File: src/rtl/lane_select_pipe.sv
// Lane select into a 2-entry output FIFO: picks one lane from each bank.
// Define LANE_SELECT_PIPE_ROTATE_EN to advance the lane pointer per accepted input.
module lane_select_pipe #(
   parameter int W         = 4,
   parameter int NLANES    = 10,
   parameter int BASE_LANE = 0,
   parameter int LW        = $clog2(NLANES)
) (
   input  logic              clk,
   input  logic              rst_n,
   input  logic [NLANES*W-1:0] in_a,
   input  logic [NLANES*W-1:0] in_b,
   input  logic              in_valid,
   output logic              in_ready,
   output logic [2*W-1:0]    out_data,
   output logic [LW-1:0]     out_lane,
   output logic              out_valid,
   input  logic              out_ready
);

   localparam logic [LW-1:0] BASE_L = LW'(BASE_LANE);
   localparam logic [LW-1:0] LAST_L = LW'(NLANES - 1);

   logic [LW-1:0]  ptr;
   logic [1:0]     count;
   logic           wr_i;
   logic           rd_i;
   logic [2*W-1:0] mem_d [2];
   logic [LW-1:0]  mem_l [2];
   logic [W-1:0]   sel_a;
   logic [W-1:0]   sel_b;
   logic           push;
   logic           pop;

   always_comb begin
      sel_a = '0;
      sel_b = '0;
      for (int k = 0; k < NLANES; k++) begin
         if (ptr == LW'(k)) begin
            sel_a = in_a[k*W +: W];
            sel_b = in_b[k*W +: W];
         end
      end
   end

   // in_ready depends only on stored count, never on out_ready
   assign in_ready  = rst_n && (count < 2'd2);
   assign out_valid = (count != 2'd0);
   assign push      = in_valid && in_ready;
   assign pop       = out_valid && out_ready;
   assign out_data  = out_valid ? mem_d[rd_i] : '0;
   assign out_lane  = out_valid ? mem_l[rd_i] : '0;

   always_ff @(posedge clk or negedge rst_n) begin
      if (!rst_n) begin
         count    <= 2'd0;
         wr_i     <= 1'b0;
         rd_i     <= 1'b0;
         mem_d[0] <= '0;
         mem_d[1] <= '0;
         mem_l[0] <= '0;
         mem_l[1] <= '0;
      end else begin
         if (push) begin
            mem_d[wr_i] <= {sel_b, sel_a};
            mem_l[wr_i] <= ptr;
            wr_i        <= ~wr_i;
         end
         if (pop) begin
            rd_i <= ~rd_i;
         end
         if (push && !pop) begin
            count <= count + 2'd1;
         end else if (!push && pop) begin
            count <= count - 2'd1;
         end
      end
   end

   always_ff @(posedge clk or negedge rst_n) begin
      if (!rst_n) begin
         ptr <= BASE_L;
`ifdef LANE_SELECT_PIPE_ROTATE_EN
      end else if (push) begin
         ptr <= (ptr == LAST_L) ? '0 : ptr + 1'b1;
`else
      end else begin
         ptr <= BASE_L;
`endif
      end
   end

endmodule

File: config.mk
export PLATFORM = sky130hd
export DESIGN_NAME = lane_select_pipe
export DESIGN_NICKNAME = d
export VERILOG_FILES = /design/src/rtl/lane_select_pipe.sv
export SDC_FILE = /design/constraint.sdc
export NUM_CORES = 1
export LEC_CHECK = 0
export ABC_AREA = 0
export CAP_MARGIN = 10
export CORE_MARGIN = 4
export CORE_UTILIZATION = 30
export CTS_CLUSTER_DIAMETER = 100
export DETAILED_ROUTE_END_ITERATION = 16
export PLACE_DENSITY_LB_ADDON = 0.08
export SKIP_CTS_REPAIR_TIMING = 1
export SLEW_MARGIN = 10
export SYNTH_ARGS = -nofsm -noshare
export SYNTH_HDL_FRONTEND = slang
export SYNTH_SLANG_ARGS = --single-unit
File: constraint.sdc
create_clock -name clk -period 1.2 [get_ports clk]
set_input_delay 0.24 -clock clk [delete_from_list [all_inputs] [get_ports clk]]
set_output_delay 0.24 -clock clk [all_outputs]
set_load 0.01 [all_outputs]
# Yosys cells after proc, flatten, opt, wreduce, memory -nomap -nowiden
# Index checks and enable logic that the tools add are counted.
totals:
  output_inout_bits: 14
  elab_cells: 44
  mem_count: 0
  reg_bits: 28
  mem_bits_rw: 0
  mem_bits_ro: 0
  latch_bits: 0
classes:
  n_div: 0
  mux: 15
  shift: 0
  n_lt_le_gt_ge: 4
  addsub: 2
  multipliers: 0
  bitwise: 6
  n_eq_ne: 0
  n_reduce_logical: 10
ops:
  columns: ["op", "count"]
  rows:
  - ["8-bit two-way mux", 5]
  - ["4-bit two-way mux", 5]
  - ["16-bit bitwise mux", 1]
  - ["8-bit AND", 1]
  - ["8-bit demux with 1-bit select", 1]
  - ["8-bit NOT", 1]
  - ["1-bit logical AND", 6]
  - ["4-bit demux with 1-bit select", 1]
  - ["2-bit >= comparator, second input constant", 2]
  - ["2-bit two-way mux", 2]
  - ["1-bit NOT with 2-bit output", 2]
  - ["2-bit nonzero test", 2]
  - ["2-bit by 1-bit adder with 2-bit output, second input constant", 1]
  - ["1-bit logical NOT", 2]
  - ["2-bit by 1-bit < comparator with 1-bit output, second input constant", 1]
  - ["2-bit < comparator, second input constant", 1]
  - ["1-bit NOT", 2]
  - ["2-bit by 1-bit subtractor with 2-bit output, second input constant", 1]

# Depth between registers and ports, before layout
# Gate-level depths: netlist (run 1).
logic_depth:
  word_depth: 7
  ltp_mapped: 6

# Least setup slack after synthesis (run 1)
# No wires, ideal clock.
synth_timing:
  path_type: "flip-flop to flip-flop"
  from: "register count[1]"
  to: "register mem_d[12] (netlist bit)"
  path_stages_with_launch: 5
  path_buffers: 1
  t_arrival_ns: 1.190
  period_less_slack_ns: 1.315
  slack_ns: -0.115
  path_cell_list: "dfrtp_1 nand3b_4 nor2_2 buf_6 mux2_2"
synth_between:
  elab_chain_len: 3
synth_lines:
  columns: ["item", "line", "source"]
  rows:
  - ["from (decl)", "25", "logic [1:0] count;"]
  - ["from (signal assigned)", "73", "count <= count + 2'd1;"]
  - ["from (signal assigned)", "75", "count <= count - 2'd1;"]
  - ["2-bit < comparator", "47", "assign in_ready = rst_n && (count < 2'd2);"]
  - ["1-bit logical AND", "47", null]
  - ["1-bit logical AND", "49", "assign push = in_valid && in_ready;"]
  - ["to (signal, indexed assignment)", "65", "mem_d[wr_i] <= {sel_b, sel_a};"]
  - ["to (decl)", "28", "logic [2*W-1:0] mem_d [2];"]
# Every way passes these cells.
# A chain may end at the register's enable or synchronous reset.

# Worst setup path in the final report (run 1)
layout_timing:
  from: "register rd_i"
  to: "output port out_lane[0]"
layout_between:
  elab_chain_len: 5
layout_lines:
  columns: ["item", "line", "source"]
  rows:
  - ["from (decl)", "27", "logic rd_i;"]
  - ["from (signal assigned)", "70", "rd_i <= ~rd_i;"]
  - ["1-bit NOT with 2-bit output (not written as such)", "52", "assign out_lane = out_valid ? mem_l[rd_i] : '0;"]
  - ["4-bit two-way mux (not written as such) (3 in a row)", "52", null]
  - ["4-bit two-way mux", "52", null]
  - ["to (decl)", "16", "output logic [LW-1:0] out_lane,"]
# Every way passes these cells. The select of a mux whose other input is x is not followed.

==> results of run 1 <==
==> through the flow <==
| stage | power, uW | util, % |
|---|---|---|
| after floorplan | 2630 | - |
| after global placement | 3500 | 40.9 |
| after detailed placement | 3520 | 40.9 |
| after CTS | 4110 | 42.3 |
| after global routing | 4540 | 44.9 |
| final | 4250 | 44.9 |
==> layout by cell type (no fill, tap or decap), types with 4 or more instances in the layout <==
master and count:
and2_4 4, buf_4 6, buf_6 10, clkbuf_2 11
clkbuf_8 4, clkdlybuf4s50_1 10, dfrtp_1 28, mux2_4 15
mux2i_1 12, nor2_1 13, nor2b_1 4
==> area by class of cell <==
| class | count | area, um^2 | area share [%] |
|---|---|---|---|
| inverter | 2 | 12.5 | 0.686 |
| sequential | 28 | 701 | 38.4 |
| tap | 50 | 62.6 | 3.43 |
| timing repair buffer | 41 | 355 | 19.5 |
| multi-input combinational | 62 | 637 | 34.9 |
| clock buffer | 4 | 55.1 | 3.02 |
==> sequential cells by signal, summed over array words and instances (netlist names) <==
signal	flops
rd_i	1
mem_l	8
mem_d	16
count	2
wr_i	1
==> layer usage <==
| layer | GRT usage, % | vias up | share of wire [%] |
|---|---|---|---|
| met5 | 0 | - | 0 |
| met4 | 2.46 | 0 | 0.73 |
| met3 | 3.31 | 2 | 5.1 |
| met2 | 15.4 | 18 | 46 |
| met1 | 13.2 | 402 | 48 |
| li1 | - | 404 | - |
==> final timing paths <==
path / depth (start not counted) / endpoint / slack, ns
max in group asynchronous: 2 / mem_d[12] / 0.93
hold / removal: 2 / count[1] / 0.04
setup / recovery: 4 / out_lane[0] / -0.27
setup reg to reg: 7 / count[1] / -0.26
hold reg to reg: 1 / mem_l[4] / 0.50
min in group clk: 4 / wr_i / 0.48
==> cell families (layout without fill, tap and decap cells) <==
group / Yosys count / in the layout / share of synthesized area [%]
buffers and inverters: 7 / 47 / 3.45
flip-flops: 28 / 28 / 55.2
adder cells (fa/ha/maj): 1 / 1 / 0.985
XOR/XNOR: 5 / 5 / 3.45
AND/OR/NAND/NOR: 26 / 27 / 11.1
AO/OA/AOI/OAI: 1 / 1 / 0.394
multiplexers: 28 / 28 / 25.4
==> worst max-delay path: stages, from the launching register on <==
cell	delay (ns)
dfrtp_1	0.44
buf_6	0.16
mux2i_1	0.18
nor2_1	0.06
clkbuf_2	0.12
==> power by group through the flow <==
stage | clock, uW | combinational, uW | sequential, uW
final | 569 | 2120 | 1560
after global routing | 641 | 2300 | 1600
after CTS | 598 | 2030 | 1480
after detailed placement | 0 | 2020 | 1500
after global placement | 0 | 2000 | 1490
after floorplan | 0 | 1160 | 1470
==> run metrics, run 1 <==
outcome=complete, but fails checks; failing checks=negative setup slack; area growth from synthesis to layout=43.5%; max-slew violation count=0; CP max FO=5; Final ANT Viol Nets=0; share of layout cells above drive strength 1=between 40 and 50%; Placed Area=roughly 1700 um^2; Detailed Route Iter0 Violations=17; global-route wire length before repair=between 3 and 4 mm; clock sinks=28; Fin Setup TNS=-7.24 ns; Ant. Diodes=0; skew final=0.00109 ns; DRT Pass-1 Iters=2; maximum clock path buffer count=2; I/O Buffers=25; synth cell count leaders=dfrtp_1, nor2_1, mux2i_1; Post-route DRC=0; setup violators final=39; required time worst endpoint=0.96 ns; via count of the first global-routing pass=slightly above 800; Comb pwr share=about half; routed wire length=about 2.6 mm; full die area=between 5000 and 6000 um^2; top-area cell type share of the netlist area=between 50% and 60%; Post-synth top flop=dfrtp_1; largest net degree at the start of global routing=19; synthesized flop and latch total=28; Total Routing Usage GR=under 10%; P_int=2840 uW; Mapped Cells=96; clock power share=~13%; Peak VDD IR=around 1.2 mV; Hold WC Path Type=input pin to asynchronous set/reset pin; Area contributors post-synth=dfrtp_1, mux2i_1, mux2_2; hold_ws=slightly below 0.04 ns; final period utilization=122%; CTS H-tree depth=1; Crit. Startpoint=rd_i; Pwr per Cell Area=about 2300 nW/um^2; Reg power frac=between 30% and 40%; final hold violation count=0; Top Ports=between 90 and 100; EDFF count, synth=0; initial core utilization=a little under a third; dpl hpwl=roughly 1.7 mm; Worst-Margin Slew=around 0.48 ns; DR WL/cell=approximately 14 um; syn_nets=between 150 and 200; final worst path period need=about 1.5 ns; Yosys cell types=19; Design Area, Final=between 1500 and 2000 um^2; Mapped Area=1270 um^2; WS Path Type=flop to output port; cell count after placement=~180; GR Overflow Total=0; most numerous cell in the Yosys netlist=dfrtp_1; Avg Synthesized Cell Area=approximately 13 um^2; Clk Latency, worst-skew pair=0.27 ns; Horiz. Die Dim=approximately 73 um; core box area=about 4000 um^2; fmax=~680 MHz; Seq/Total Area, Yosys=55.2%; ys async rst share=100%; CP Launch Type=flop; via/cell ratio=approximately 4.4; row cnt=23; Final Wtd Congestion=between 0.6 and 0.7; LEAKAGE=approximately 0.00092 uW; clock slew at reported path FFs=about 0.09 ns; Worst slew margin=68.1%; detailed-route via count=~830; WP data arrival=1.23 ns; height of the die=73.1 um; max_cap viols=0; fin cells=between 150 and 200; Reg-to-Reg Start=count[1]; initial antenna violation count=0; RSZ-0062 raised after global routing=yes; Filler Cell Count=roughly 370; nets=223; CTS buffer count=3; P_sw=between 1000 and 1500 uW; CTS tree=built; Setup WS post-layout=-0.269 ns; Root Buffer=clkbuf_8; Sw Share=about 33%; Yosys warning total=0; CP endpoint kind=output port; post-place setup slack=-0.545 ns; area leader, netlist=dfrtp_1
Note: power is estimated with default switching activity, not from simulation.
==> run 2: changes to the inputs <==
Settings changed: CORE_MARGIN 4 to unset.
==> run 2 against run 1 <==
Net effect: the flow still finishes with violations (negative setup slack); critical path depth unchanged; utilization up 3.7 points; clock skew about the same; cell area up 7.4%; clock power up 33%; sequential cell count unchanged; final cell count up 4.8%; hold slack better by 0.042 ns; power up 11%; register-to-register slack about the same.
==> run metrics, run 2 (synthesized netlist as in run 1, its figures left out) <==
fin cells=196 (+4.8%); largest net degree at the start of global routing=29 (+10); final hold violation count=0 (unchanged); cell count after placement=181 (+1.1%); outcome=complete, but fails checks; row cnt=23 (unchanged); RSZ-0062 raised after global routing=yes; LEAKAGE=0.000977 uW (+6.8%); most common cell after layout, fill and taps aside=dfrtp_1; Root Buffer=clkbuf_8; Worst-Margin Slew=0.366 ns (-0.113 ns); Final ANT Viol Nets=0 (unchanged); most frequent cells in the layout=dfrtp_1, mux2_4; Filler Cell Count=375 (+1.1%); Detailed Route Iter0 Violations=21 (+4); CTS tree=built; Pwr per Cell Area=2410 nW/um^2 (+3.2%); Biggest register=mem_d; Top Ports=98 (unchanged); clock sinks=28 (unchanged); Ant. Diodes=0 (unchanged); I/O Buffers=25 (unchanged); initial antenna violation count=0 (unchanged); height of the die=67.1 um (-8.2%); core box area=4030 um^2 (-0.71%); setup violators final=40 (+2.6%); final worst path period need=1.48 ns (+0.00833 ns); CP max FO=5 (unchanged); max_cap viols=0 (unchanged); Post-route DRC=0 (unchanged); via/cell ratio=4.37 (-1.1%); Worst slew margin=75.6% (+7.5 points); DRT Pass-1 Iters=2 (unchanged); via count of the first global-routing pass=859 (+4.5%); clock slew at reported path FFs=0.10 ns (about the same); register area=702 um^2 (+0.18%); CTS H-tree depth=1 (unchanged); max-slew violation count=0 (unchanged); share of layout cells above drive strength 1=52.7% (+5.3 points); Largest regs=mem_d x16, mem_l x8, count x2; Placed Area=1680 um^2 (+0.90%); maximum clock path buffer count=2 (unchanged); final core occ=48.6% (+3.7 points); Peak VDD IR=0.676 mV (-44%); skew final=0.00111 ns (+0.0000276 ns); initial core utilization=31.5% (+0.22 points); fmax=677 MHz (-0.56%); CTS buffer count=3 (unchanged); WP data arrival=1.24 ns (about the same); CP Launch Type=flop; hold_ws=0.0811 ns (+0.0419 ns); failing checks=negative setup slack; GR Overflow Total=0 (unchanged); multi-input logic area=648 um^2 (+1.8%); dpl hpwl=1.64 mm (-4.2%); DR WL/cell=14.6 um (+5.2%); detailed-route via count=856 (+3.6%); global-route wire length before repair=4.22 mm (+6.4%); routed wire length=2.85 mm (+10%); full die area=4500 um^2 (-16%); Total Routing Usage GR=13.0% (+3.1 points); Design Area, Final=1960 um^2 (+7.4%); Setup WS post-layout=-0.277 ns (-0.00833 ns); required time worst endpoint=0.96 ns (about the same); final period utilization=123% (+0.69 points); Horiz. Die Dim=67.1 um (-8.2%); Largest register FFs=16 (unchanged); CP endpoint kind=output port; Hold WC Path Type=input pin to asynchronous set/reset pin; WS Path Type=flop to output port; area growth from synthesis to layout=54.2%; Clk Latency, worst-skew pair=0.27 ns (about the same); Final Wtd Congestion=0.629 (-8.0%); nets=232 (+4.0%)
run 2: changes by cell type in the layout (fill, tap and decap cells not counted), sizes merged:
cell / before / now
buf: 19 / 26
bufinv: 0 / 1
clkbuf: 15 / 16
clkinv: 1 / 0
inv: 1 / 2
run 2: layer usage:
| layer | share of wire (%) | up-vias | track usage (%) |
|---|---|---|---|
| met1 | 49 | 420 | 18.5 |
| met4 | 0.67 | 0 | 4.79 |
| met2 | 47 | 19 | 19.5 |
| li1 | - | 415 | - |
| met5 | 0 | - | 0 |
| met3 | 3.4 | 2 | 2.05 |
run 2: final timing paths:
check / startpoint / endpoint / slack, ns / cells after the start
max: rd_i / out_lane[2] / -0.28 / 4
min: rst_n / count[1] / 0.08 / 2
max reg2reg: count[1] / mem_d[11] / -0.26 / 5
min reg2reg: mem_l[7] / mem_l[7] / 0.51 / 1
max in group asynchronous: rst_n / wr_i / 0.84 / 2
min in group clk: rst_n / wr_i / 0.44 / 4
run 2: layout make-up:
class / count / share of cell area [%]
inverters: 2 / 0.511
clock inverters: 1 / 1.53
multi-input cells: 62 / 33.1
flip-flops and latches: 28 / 35.8
well taps: 50 / 3.19
clock buffers: 3 / 2.11
repair buffers: 50 / 23.7
run 2: metrics by stage:
step	total power, uW	worst slack, ns	TNS (ns)
5_1_grt	5030	-0.373	-10.90
4_1_cts	4360	-0.681	-13.69
3_5_place_dp	3590	-0.509	-14.99
3_3_place_gp	3540	-0.495	-14.54
2_1_floorplan	2630	-0.0869	-1.07
6_report	4710	-0.277	-8.62
run 2: critical path: stages, from the launching register on:
cell	delay, ns
dfrtp_1	0.42
buf_6	0.16
mux2i_1	0.20
nor2_1	0.06
clkbuf_2	0.12
run 2: report_power, final:
part | total, uW | leakage, uW | switching [uW] | internal [uW]
logic | 2390 | 0.000592 | 937 | 1450
clock network | 754 | 0.0000357 | 308 | 447
registers | 1570 | 0.000349 | 275 | 1290
total | 4710 | 0.000977 | 1520 | 3190
==> run 3: changes to the inputs <==
Settings changed: CAP_MARGIN 10 to unset.
==> results of run 3 <==
The final DEF is identical to that of run 2; final timing and power are the same.
